<file path="src/rtl/miriscv_data_bus_pkg.sv">
// Shared definitions for the miriscv data-bus interconnect: FSM encoding,
// the default slave map and the error-counter width.
package miriscv_data_bus_pkg;

  typedef enum logic [1:0] {
    ST_IDLE = 2'd0,
    ST_BUSY = 2'd1,
    ST_DONE = 2'd2,
    ST_ERR  = 2'd3
  } bus_state_e;

  localparam int ERR_CNT_W = 8;

  // Default map: slave0 RAM at 0, slave1 timers at 0x8000_0000, slave2 GPIO at 0x8000_0100
  localparam int              DEF_N_SLV    = 3;
  localparam logic [3*32-1:0] DEF_SLV_BASE = {32'h8000_0100, 32'h8000_0000, 32'h0000_0000};
  localparam logic [3*32-1:0] DEF_SLV_MASK = {32'hFFFF_FF00, 32'hFFFF_FF00, 32'hFFFF_F000};
  localparam int              DEF_TIMEOUT  = 16;

  // Slave index width; a single-slave bus still carries a 1-bit index
  function automatic int idx_width(input int n);
    return (n > 1) ? $clog2(n) : 1;
  endfunction

endpackage

</file>
<file path="src/rtl/miriscv_data_bus_if.sv">
// LSU-side and slave-side signals of the data bus. The master modport is the
// environment (core LSU plus slaves); the slave modport is the interconnect itself.
interface miriscv_data_bus_if #(
  parameter int N_SLV = 3
);

  logic                  lsu_req;
  logic                  lsu_we;
  logic [3:0]            lsu_be;
  logic [31:0]           lsu_addr;
  logic [31:0]           lsu_wdata;
  logic [31:0]           lsu_rdata;
  logic                  lsu_stall;

  logic [N_SLV-1:0]      slv_req;
  logic                  slv_we;
  logic [3:0]            slv_be;
  logic [31:0]           slv_addr;
  logic [31:0]           slv_wdata;
  logic [N_SLV*32-1:0]   slv_rdata;
  logic [N_SLV-1:0]      slv_ack;

  logic                  bus_err;
  logic [31:0]           err_addr;
  logic [miriscv_data_bus_pkg::ERR_CNT_W-1:0] err_cnt;

  modport master (
    output lsu_req, lsu_we, lsu_be, lsu_addr, lsu_wdata, slv_rdata, slv_ack,
    input  lsu_rdata, lsu_stall, slv_req, slv_we, slv_be, slv_addr, slv_wdata,
           bus_err, err_addr, err_cnt
  );

  modport slave (
    input  lsu_req, lsu_we, lsu_be, lsu_addr, lsu_wdata, slv_rdata, slv_ack,
    output lsu_rdata, lsu_stall, slv_req, slv_we, slv_be, slv_addr, slv_wdata,
           bus_err, err_addr, err_cnt
  );

endinterface

</file>
<file path="src/rtl/miriscv_data_bus_addr_decoder.sv">
// Combinational priority address decoder; on overlapping windows the lowest
// slave index wins.
module miriscv_data_bus_addr_decoder
  import miriscv_data_bus_pkg::*;
#(
  parameter int N_SLV = 3,
  parameter int IDX_W = idx_width(N_SLV)
) (
  input  logic [31:0]         addr,
  input  logic [N_SLV*32-1:0] base,
  input  logic [N_SLV*32-1:0] mask,
  output logic                hit,
  output logic [IDX_W-1:0]    idx
);

  // Scan from the top so the lowest matching index is written last
  always_comb begin
    hit = 1'b0;
    idx = '0;
    for (int i = N_SLV - 1; i >= 0; i--) begin
      if ((addr & mask[i*32 +: 32]) == base[i*32 +: 32]) begin
        hit = 1'b1;
        idx = IDX_W'(i);
      end
    end
  end

endmodule

</file>
<file path="src/rtl/miriscv_data_bus.sv">
// Data-bus interconnect between the core LSU and N_SLV memory-mapped slaves,
// with stall handshake, ack timeout and bus-error reporting.
//
//   state | meaning
//   IDLE  | waiting for an LSU request; stall follows the request
//   BUSY  | request presented to the selected slave, waiting for its ack
//   DONE  | access complete; stall released for one cycle so the core retires
//   ERR   | decode miss or timeout; bus_err pulse, read data forced to 0
module miriscv_data_bus
  import miriscv_data_bus_pkg::*;
#(
  parameter int                  N_SLV    = DEF_N_SLV,
  parameter logic [N_SLV*32-1:0] SLV_BASE = DEF_SLV_BASE,
  parameter logic [N_SLV*32-1:0] SLV_MASK = DEF_SLV_MASK,
  parameter int                  TIMEOUT  = DEF_TIMEOUT
) (
  input  logic             clk,
  input  logic             reset,
  miriscv_data_bus_if.slave bus
);

  localparam int IDX_W = idx_width(N_SLV);
  localparam int CNT_W = $clog2(TIMEOUT);
  localparam logic [CNT_W-1:0] CNT_LAST = CNT_W'(TIMEOUT - 1);

  bus_state_e               state_q, state_nxt;
  logic [IDX_W-1:0]         idx_q, dec_idx;
  logic                     dec_hit;
  logic                     we_q;
  logic [3:0]               be_q;
  logic [31:0]              addr_q, wdata_q, rdata_q, err_addr_q;
  logic [ERR_CNT_W-1:0]     err_cnt_q;
  logic [CNT_W-1:0]         cnt_q;
  logic                     sel_ack;
  logic [31:0]              sel_rdata;
  logic                     stall;
  logic                     bus_err;
  logic [N_SLV-1:0]         slv_req;

  miriscv_data_bus_addr_decoder #(
    .N_SLV (N_SLV),
    .IDX_W (IDX_W)
  ) u_addr_decoder (
    .addr  (bus.lsu_addr),
    .base  (SLV_BASE),
    .mask  (SLV_MASK),
    .hit   (dec_hit),
    .idx   (dec_idx)
  );

  // Only the latched slave's ack and data are ever looked at
  assign sel_ack   = bus.slv_ack[idx_q];
  assign sel_rdata = bus.slv_rdata[int'(idx_q)*32 +: 32];

  always_comb begin
    state_nxt = state_q;
    stall     = 1'b0;
    bus_err   = 1'b0;
    slv_req   = '0;
    case (state_q)
      ST_IDLE: begin
        stall = bus.lsu_req;
        if (bus.lsu_req) begin
          state_nxt = dec_hit ? ST_BUSY : ST_ERR;
        end
      end
      ST_BUSY: begin
        stall          = 1'b1;
        slv_req[idx_q] = 1'b1;
        if (sel_ack) begin
          state_nxt = ST_DONE;
        end else if (cnt_q == CNT_LAST) begin
          state_nxt = ST_ERR;
        end
      end
      ST_DONE: begin
        state_nxt = ST_IDLE;
      end
      ST_ERR: begin
        bus_err   = 1'b1;
        state_nxt = ST_IDLE;
      end
      default: begin
        state_nxt = ST_IDLE;
      end
    endcase
  end

  always_ff @(posedge clk or posedge reset) begin
    if (reset) begin
      state_q    <= ST_IDLE;
      idx_q      <= '0;
      we_q       <= 1'b0;
      be_q       <= '0;
      addr_q     <= '0;
      wdata_q    <= '0;
      rdata_q    <= '0;
      err_addr_q <= '0;
      err_cnt_q  <= '0;
      cnt_q      <= '0;
    end else begin
      state_q <= state_nxt;
      if (state_q == ST_IDLE && bus.lsu_req) begin
        we_q    <= bus.lsu_we;
        be_q    <= bus.lsu_be;
        addr_q  <= bus.lsu_addr;
        wdata_q <= bus.lsu_wdata;
        idx_q   <= dec_idx;
      end
      // BUSY is only entered from IDLE, so holding the counter clear there restarts it
      if (state_q == ST_IDLE) begin
        cnt_q <= '0;
      end else if (state_q == ST_BUSY) begin
        cnt_q <= cnt_q + 1'b1;
      end
      if (state_q == ST_BUSY && sel_ack && !we_q) begin
        rdata_q <= sel_rdata;
      end
      // A decode miss enters ERR in the same edge that latches the address
      if (state_nxt == ST_ERR) begin
        rdata_q    <= '0;
        err_addr_q <= (state_q == ST_IDLE) ? bus.lsu_addr : addr_q;
        if (err_cnt_q != '1) begin
          err_cnt_q <= err_cnt_q + 1'b1;
        end
      end
    end
  end

  assign bus.lsu_stall = stall;
  assign bus.lsu_rdata = rdata_q;
  assign bus.slv_req   = slv_req;
  assign bus.slv_we    = we_q;
  assign bus.slv_be    = be_q;
  assign bus.slv_addr  = addr_q;
  assign bus.slv_wdata = wdata_q;
  assign bus.bus_err   = bus_err;
  assign bus.err_addr  = err_addr_q;
  assign bus.err_cnt   = err_cnt_q;

endmodule

</file>
<file path="src/flat_wrapper.sv">
// flat-port wrapper written by rule: the top's interface ports become plain ports
module miriscv_data_bus_flat import miriscv_data_bus_pkg::*;
#(
  parameter int                  N_SLV    = DEF_N_SLV,
  parameter logic [N_SLV*32-1:0] SLV_BASE = DEF_SLV_BASE,
  parameter logic [N_SLV*32-1:0] SLV_MASK = DEF_SLV_MASK,
  parameter int                  TIMEOUT  = DEF_TIMEOUT
)
  (clk, reset, bus_lsu_req, bus_lsu_we, bus_lsu_be, bus_lsu_addr, bus_lsu_wdata, bus_slv_rdata, bus_slv_ack, bus_lsu_rdata, bus_lsu_stall, bus_slv_req, bus_slv_we, bus_slv_be, bus_slv_addr, bus_slv_wdata, bus_bus_err, bus_err_addr, bus_err_cnt);
  miriscv_data_bus_if #(.N_SLV(N_SLV)) bus_i ();
  input  logic clk;
  input  logic reset;
  input wire logic [$bits(bus_i.lsu_req)-1:0] bus_lsu_req;
  input wire logic [$bits(bus_i.lsu_we)-1:0] bus_lsu_we;
  input wire logic [$bits(bus_i.lsu_be)-1:0] bus_lsu_be;
  input wire logic [$bits(bus_i.lsu_addr)-1:0] bus_lsu_addr;
  input wire logic [$bits(bus_i.lsu_wdata)-1:0] bus_lsu_wdata;
  input wire logic [$bits(bus_i.slv_rdata)-1:0] bus_slv_rdata;
  input wire logic [$bits(bus_i.slv_ack)-1:0] bus_slv_ack;
  output wire logic [$bits(bus_i.lsu_rdata)-1:0] bus_lsu_rdata;
  output wire logic [$bits(bus_i.lsu_stall)-1:0] bus_lsu_stall;
  output wire logic [$bits(bus_i.slv_req)-1:0] bus_slv_req;
  output wire logic [$bits(bus_i.slv_we)-1:0] bus_slv_we;
  output wire logic [$bits(bus_i.slv_be)-1:0] bus_slv_be;
  output wire logic [$bits(bus_i.slv_addr)-1:0] bus_slv_addr;
  output wire logic [$bits(bus_i.slv_wdata)-1:0] bus_slv_wdata;
  output wire logic [$bits(bus_i.bus_err)-1:0] bus_bus_err;
  output wire logic [$bits(bus_i.err_addr)-1:0] bus_err_addr;
  output wire logic [$bits(bus_i.err_cnt)-1:0] bus_err_cnt;
  assign bus_i.lsu_req = bus_lsu_req;
  assign bus_i.lsu_we = bus_lsu_we;
  assign bus_i.lsu_be = bus_lsu_be;
  assign bus_i.lsu_addr = bus_lsu_addr;
  assign bus_i.lsu_wdata = bus_lsu_wdata;
  assign bus_i.slv_rdata = bus_slv_rdata;
  assign bus_i.slv_ack = bus_slv_ack;
  assign bus_lsu_rdata = bus_i.lsu_rdata;
  assign bus_lsu_stall = bus_i.lsu_stall;
  assign bus_slv_req = bus_i.slv_req;
  assign bus_slv_we = bus_i.slv_we;
  assign bus_slv_be = bus_i.slv_be;
  assign bus_slv_addr = bus_i.slv_addr;
  assign bus_slv_wdata = bus_i.slv_wdata;
  assign bus_bus_err = bus_i.bus_err;
  assign bus_err_addr = bus_i.err_addr;
  assign bus_err_cnt = bus_i.err_cnt;
  miriscv_data_bus #(.N_SLV(N_SLV), .SLV_BASE(SLV_BASE), .SLV_MASK(SLV_MASK), .TIMEOUT(TIMEOUT)) u_core (.clk(clk), .reset(reset), .bus(bus_i));
endmodule
</file>
<file path="config.mk">
export PLATFORM = sky130hd
export DESIGN_NAME = miriscv_data_bus_flat
export DESIGN_NICKNAME = d
export VERILOG_FILES = /design/src/rtl/miriscv_data_bus_pkg.sv /design/src/rtl/miriscv_data_bus_if.sv /design/src/rtl/miriscv_data_bus_addr_decoder.sv /design/src/rtl/miriscv_data_bus.sv /design/src/flat_wrapper.sv
export SDC_FILE = /design/constraint.sdc
export NUM_CORES = 1
export LEC_CHECK = 0
export BUFFER_PORTS_ARGS = -buffer_cell sky130_fd_sc_hd__buf_4
export CAP_MARGIN = 30
export CORE_AREA = 2 2 110 165
export DETAILED_ROUTE_END_ITERATION = 8
export DIE_AREA = 0 0 112 167
export PLACE_DENSITY = 0.76
export SLEW_MARGIN = 25
export SYNTH_ARGS = -nofsm -noshare
export SYNTH_HDL_FRONTEND = slang
export SYNTH_SLANG_ARGS = --single-unit
</file>
<file path="constraint.sdc">
create_clock -name clk -period 7.4 [get_ports clk]
set_input_delay 0.74 -clock clk [delete_from_list [all_inputs] [get_ports clk]]
set_output_delay 0.74 -clock clk [all_outputs]
set_load 0.05 [all_outputs]
</file>
==> results of run 1 <==
[registers in the layout, indices dropped and copies added (netlist names)]
register              flops
u_core.bus.lsu_rdata     32
u_core.bus.slv_addr      32
u_core.state_q            2
u_core.bus.err_cnt        8
u_core.idx_q              2
u_core.cnt_q              4
u_core.bus.slv_we         1
u_core.bus.slv_wdata     32
u_core.bus.err_addr      32
u_core.bus.slv_be         4
[cell type report]
type	count	share of cell area, %
multi-input cells	534	28.5
clock buffers	18	4.40
inverters	4	0.200
flip-flops and latches	149	37.3
clock inverters	13	2.20
well taps	213	2.67
repair buffers	326	24.7
[synthesized netlist by cell type (all sizes together) (3+ instances only)]
cell type  instances  area (sq um)
inv                4          15.0
clkbuf            21          78.8
a211oi            32           255
a21oi             67           335
nor2             103           389
and2               4          25.0
o21ai              7          35.0
dfrtp            149          3730
mux2i             67           671
nand3              5          25.0
nor4               5          31.3
buf               28           158
and3               6          37.5
nand2            214           803
nor3               3          15.0
[worst min path at each step]
stage	cells past startpoint	slack (ns)	end
floorplan	1	0.49	u_core.cnt_q[0]$_DFFE_PP0P_
global placement	2	0.46	u_core.bus.slv_wdata[27]$_DFFE_PP0P_
detailed placement	2	0.46	u_core.bus.slv_be[1]$_DFFE_PP0P_
CTS	2	0.48	u_core.bus.slv_be[1]$_DFFE_PP0P_
global route	2	0.29	u_core.bus.slv_addr[13]$_DFFE_PP0P_
finish	2	0.29	u_core.bus.lsu_rdata[23]$_DFFE_PP0P_
[power groups by stage]
stage	clock network (mW)	logic, mW	registers (mW)
after floorplan	0	0.794	2.68
after global routing	1.04	3.11	1.50
after global placement	0	2.92	1.45
final	0.983	2.93	1.45
after CTS	1.01	2.96	1.45
after detailed placement	0	2.96	1.46
[logic make-up after synthesis]
logic type	Yosys count
and+or+nand+nor	346
DFF	149
AOI/OAI and AO/OA	114
muxes	69
buffers and inverters	53
xor gates and xnor gates	3
adders and majority gates	2
[stage by stage]
stage          util (%)  instances
4_1_cts            57.7       1256
3_5_place_dp       53.8       1225
3_3_place_gp       53.8       1225
5_1_grt            57.8       1257
2_1_floorplan         -        736
6_report           57.8       1257
[critical path, delay by kind of cell, from the launching register on]
kind	cells	cell delay [ns]
AND/OR/NAND/NOR	1	0.32
buffers and inverters	2	1.25
multiplexers	2	0.53
flip-flops	1	0.38
AO/OA/AOI/OAI	3	1.06
[layer usage]
layer / routed length [um] / up-vias / track usage [%] / part of all wire, %
li1: - / 3045 / - / -
met1: 7520 / 2872 / 24.0 / 37
met2: 10600 / 247 / 38.3 / 52
met3: 1440 / 39 / 6.15 / 7.2
met4: 619 / 0 / 8.43 / 3.1
met5: 0 / - / 0 / 0
==> results.md, run 1 <==
* Cell area power density at between 500 and 600 nW/um^2
* Later-pin clock latency in the skew report at around 0.42 ns
* Vias in the first global route at 6314
* Max-slew violations at 0
* Cells on worst reg2reg path at 8
* # port buffers at roughly 320
* Total negative slack at 0 ns
* Power, Total at between 5 and 6 mW
* CTS sink count at around 150
* First-pass DRT Iterations at 4
* Placed cell areas at just over 9000 sq um
* Detailed placement HPWL at ~14000 um
* Mux contribution to synthesized area at 10.2%
* Crit path to: u_core.bus.err_cnt[1]$_DFFE_PP0P_
* Reg area at 3730 sq um
* Slew @ Worst Pin at between 0.8 and 0.9 ns
* Routed WL at a little over 20000 um
* Starting DRT DRC Count at ~320
* Comb power frac at ~55%
* Seq pwr share at a little over a quarter
* Initial antenna violation count at 0
* Maxcap violations at 0
* Max clock buf depth at 2
* Req. time, crit path at around 7.7 ns
* Worst vdd ir at ~320 uV
* CTS buffer count at 17
* EDFF count, synth at 0
* Die area at ~19000 sq um
* Overall routing resource usage at roughly 21%
* CTS resizes at 0
* Cells after Synth at about 740
* Die height at roughly 170 um
* Via/cell ratio at 4.93
* RePlAce Congestion at roughly 0.83
* Worst slack, placed at 3.65 ns
* Crit Reg-Reg Endpoint: u_core.bus.err_cnt[1]$_DFFE_PP0P_
* Routed WL per cell at roughly 16 um
* CP most frequent cell: buf_4
* H-tree depth at 4
* TritonCTS clock tree: yes
* Final Cell Area at roughly 10000 sq um
* Largest family of logic cells by synthesized area: simple AND/OR/NAND/NOR gates
* Final hold viol count at 0
* Register area share after synthesis at between 50% and 60%
* Site row count at 59
* Hold-fix buffers at CTS at 0
* Crit Path Class: reg -> reg
* Routed Antenna Nets at 0
* Fin crit share at 50.2%
* Setup-failing EPs final at 0
* Post-synthesis cell type count at 35
* Clock transition at path regs at around 0.060 ns
* Fmax at around 270 MHz
* Setup crit start: u_core.idx_q[1]$_DFFE_PP0P_
* Commonest non-fill, non-tap cells in the layout: buf_4, nand2_1, dfrtp_1, nor2_1
* NetSw at approximately 2.7 mW
* Share of cells above drive strength 1 at between 30% and 40%
* Lkg Pwr at 5.05 nW
* Clock power frac at around 18%
* Async SR Flop Fraction at 100%
* Post-Synth XOR/XNOR Area at 0.386%
* Area delta synth->final at 46.8%
* Worst path max stage delay at about 0.76 ns
* Mean Syn Cell Area at between 9 and 10 sq um
* Most common cell after layout, fill and taps aside: buf_4
* R2r startpoint: u_core.idx_q[1]$_DFFE_PP0P_
* Worst rel slew slack at approximately 46%
* Adder-Cell Fraction of Synth Area at less than 1%
* Post-layout min period at around 3.7 ns
* Worst R2R Setup Slack at 3.69 ns
* Netlist Area Pre-Place at about 7000 sq um
* RSZ-0062 raised after global routing: false
* Synth Register Bits at 149
* Crit path launch type: flop
* Final Net Count at ~1200
* Post-synth top flop: dfrtp_1
* First-pass GRT wire length at between 30000 and 40000 um
* Vias post-DR at around 6200
* Residual DRC at 0
* WHS at 0.285 ns
* Slowest CP cell: buf_4
* Worst path cell trace: buf_4, mux2i_1, o2bb2ai_2, o21ai_1, a21boi_4, buf_4, and2_1, mux2_2
* Simple-gate area share of the yosys netlist at between 20 and 25%
* I/O pin count at roughly 320
* Setup Skew at 0.0173 ns
* Core area at about 17000 sq um
* Remaining Overflow, GRT at 0
* Compound-Gate Fraction of Synth Area at approximately 10%
* Status: finished clean
* Filler cells at 1548
* Final worst slack at approximately 3.7 ns
* Worst Path Max Fanout at 81
* Data arrival time of the worst path at between 4 and 5 ns
* Internal power at between 2 and 3 mW
* Initial Util at between 30% and 40%
* Multi-input combinational cell area at 2850 sq um
* Die W at approximately 110 um
* Mapped Nets at ~900
* HP Class: in -> async
* Largest net degree at the start of global routing at 100
* Antenna Cells at 0
* Crit. End Element: flop
* Root Buffer: clkbuf_16
* Switching share of power at approximately half
* Synthesis warning total at 0
* Postcts setup bufs at 0
No activity file was read; power rests on OpenSTA's default activity.
==> inputs of run 2 (changes only) <==
==> constraint.sdc (replaced) <==
create_clock -name clk -period 3.7 [get_ports clk]
set_input_delay 0.37 -clock clk [delete_from_list [all_inputs] [get_ports clk]]
set_output_delay 0.37 -clock clk [all_outputs]
set_load 0.05 [all_outputs]
==> run 2 against run 1 <==
Effect of this change:
- sequential share of layout area is 0.28 points higher
- via count is 0.39% higher
- non-clock buffer count is 1 higher
- final cell count increased by 0.16%
- maximum frequency rose by 43%
- utilization fell by 0.43 points
- register-to-register slack got worse by 2.6 ns
- wire length barely moved
==> results.md, run 2 (synthesis gave the netlist of run 1 again) <==
* Hold-fix buffers at CTS at 0 (unchanged)
* Commonest non-fill, non-tap cells in the layout: buf_4, nand2_1, dfrtp_1, nor2_1
* Worst path cell trace: nor2b_4, o2bb2ai_2, o21ai_1, a21boi_4, and2_1, mux2_2
* CTS resizes at 0 (unchanged)
* Later-pin clock latency in the skew report at 0.42 ns (about the same)
* Remaining Overflow, GRT at 0 (unchanged)
* Core area at 17300 sq um (unchanged)
* Area delta synth->final at 45.7%
* CTS sink count at 149 (unchanged)
* Crit Path Class: reg -> reg
* I/O pin count at 317 (unchanged)
* Data arrival time of the worst path at 2.90 ns (-1.11 ns)
* Root Buffer: clkbuf_16
* Initial antenna violation count at 1 (+1)
* Status: finished clean
* Most common cell after layout, fill and taps aside: buf_4
* Share of cells above drive strength 1 at 35.9% (+0.12 points)
* Via/cell ratio at 4.95 (+0.23%)
* Crit. End Element: flop
* Worst rel slew slack at 41.5% (-4.9 points)
* Overall routing resource usage at 21.5% (+0.038 points)
* Vias in the first global route at 6341 (+0.43%)
* Clock transition at path regs at 0.07 ns (about the same)
* Final hold viol count at 0 (unchanged)
* Post-layout min period at 2.59 ns (-1.12 ns)
* Routed WL at 20200 um (about the same)
* CTS buffer count at 17 (unchanged)
* RSZ-0062 raised after global routing: false
* Antenna Cells at 0 (unchanged)
* # port buffers at 316 (unchanged)
* Final Net Count at 1206 (+0.083%)
* Max clock buf depth at 2 (unchanged)
* Finished Layout Cells at 1259 (+0.16%)
* Cell family with most CP delay: compound AO/OA/AOI/OAI gates
* Site row count at 59 (unchanged)
* First-pass GRT wire length at 32200 um (about the same)
* Residual DRC at 0 (unchanged)
* Placed cells at 1227 (+0.16%)
* Maxcap violations at 0 (unchanged)
* Postcts setup bufs at 0 (unchanged)
* Die height at 167 um (unchanged)
* HP Class: in -> async
* Setup Skew at 0.0125 ns (-0.00478 ns)
* Slew @ Worst Pin at 0.878 ns (+0.0730 ns)
* Slowest CP cell: dfrtp_1
* Worst Path Max Fanout at 20 (-75%)
* Starting DRT DRC Count at 255 (-21%)
* Vias post-DR at 6227 (+0.39%)
* Req. time, crit path at 4.01 ns (-3.68 ns)
* First-pass DRT Iterations at 4 (unchanged)
* Die W at 112 um (unchanged)
* Total negative slack at 0 ns (unchanged)
* Routed WL per cell at 16.0 um (about the same)
* TritonCTS clock tree: yes
* Worst path bufs/invs at 0 (-2)
* Die area at 18700 sq um (unchanged)
* H-tree depth at 4 (unchanged)
* Fin crit share at 70.0% (+20 points)
* Detailed placement HPWL at 14500 um (+1.3%)
* Routed Antenna Nets at 0 (unchanged)
* Initial Util at 39.4% (unchanged)
* Max-slew violations at 0 (unchanged)
* Crit path launch type: flop
* Worst vdd ir at 583 uV (+81%)
* Cell area power density at 1050 nW/um^2 (+96%)
* Fmax at 386 MHz (+43%)
* Largest net degree at the start of global routing at 150 (+50%)
* Lkg Pwr at 5.02 nW (-0.74%)
* Setup-failing EPs final at 0 (unchanged)
* RePlAce Congestion at 0.801 (-4.1%)
* Worst path max stage delay at 0.77 ns (about the same)
[run 2: changes by cell type in the layout (fill, tap and decap cells not counted), sizes merged]
cell,change
clkinvlp,+1
bufinv,-5
clkinv,+1
inv,+4
buf,+1
[run 2: worst reg2reg max path, delay by kind of cell (launching register included)]
family | cells | cell delay, ns
flops | 1 | 0.77
compound gates | 3 | 0.79
simple gates | 2 | 0.57
mux | 1 | 0.35
[run 2: final cells by class]
| type | instances | area, sq um |
|---|---|---|
| inverter | 4 | 18.8 |
| fill | 1572 | 7360 |
| sequential | 149 | 3730 |
| multi-input combinational | 534 | 2850 |
| clock buffer | 18 | 439 |
| tap | 213 | 267 |
| timing repair buffer | 327 | 2480 |
| clock inverter | 14 | 135 |
[run 2: final timing paths]
check                                                     start                                    to  slack, ns  depth (start not counted)
setup / recovery                    u_core.idx_q[0]$_DFFE_PP0P_     u_core.bus.err_cnt[1]$_DFFE_PP0P_       1.11                          6
hold / removal                                            reset   u_core.bus.slv_wdata[3]$_DFFE_PP0P_       0.11                          3
setup reg to reg                    u_core.idx_q[0]$_DFFE_PP0P_     u_core.bus.err_cnt[1]$_DFFE_PP0P_       1.11                          6
hold reg to reg            u_core.bus.slv_wdata[25]$_DFFE_PP0P_  u_core.bus.slv_wdata[25]$_DFFE_PP0P_       0.48                          2
max in group asynchronous                                 reset           u_core.idx_q[1]$_DFFE_PP0P_       2.86                          3
min in group clk                              bus_lsu_wdata[17]  u_core.bus.slv_wdata[17]$_DFFE_PP0P_       0.13                          3
[run 2: per-layer routing]
metal  vias up  part of all wire, %  GRT usage, %
met5         -                0.079             0
met4         2                  2.9          8.38
met3        38                  7.1          6.08
met2       248                   52          38.6
met1      2895                   38          24.0
li1       3044                    -             -
[run 2: power by group]
part,switching [mW],leakage [nW],internal [mW],total (mW)
logic,4.11,2.92,1.76,5.87
clock network,0.769,0.283,0.913,1.68
registers,0.505,1.82,2.39,2.89
total,5.38,5.02,5.06,10.4
[run 2: per-stage QoR]
step           power (mW)  cell area (sq um)  utilization, %  setup slack, ns  hold WS (ns)
3_5_place_dp         8.83               9340            54.1             1.10         0.463
6_report             10.4               9910            57.4             1.11         0.112
4_1_cts              10.5               9910            57.4             1.07         0.119
5_1_grt              11.0               9910            57.4            0.909         0.125
2_1_floorplan        6.94               6810               -             1.31         0.475
3_3_place_gp         8.73               9340            54.1             1.18         0.461
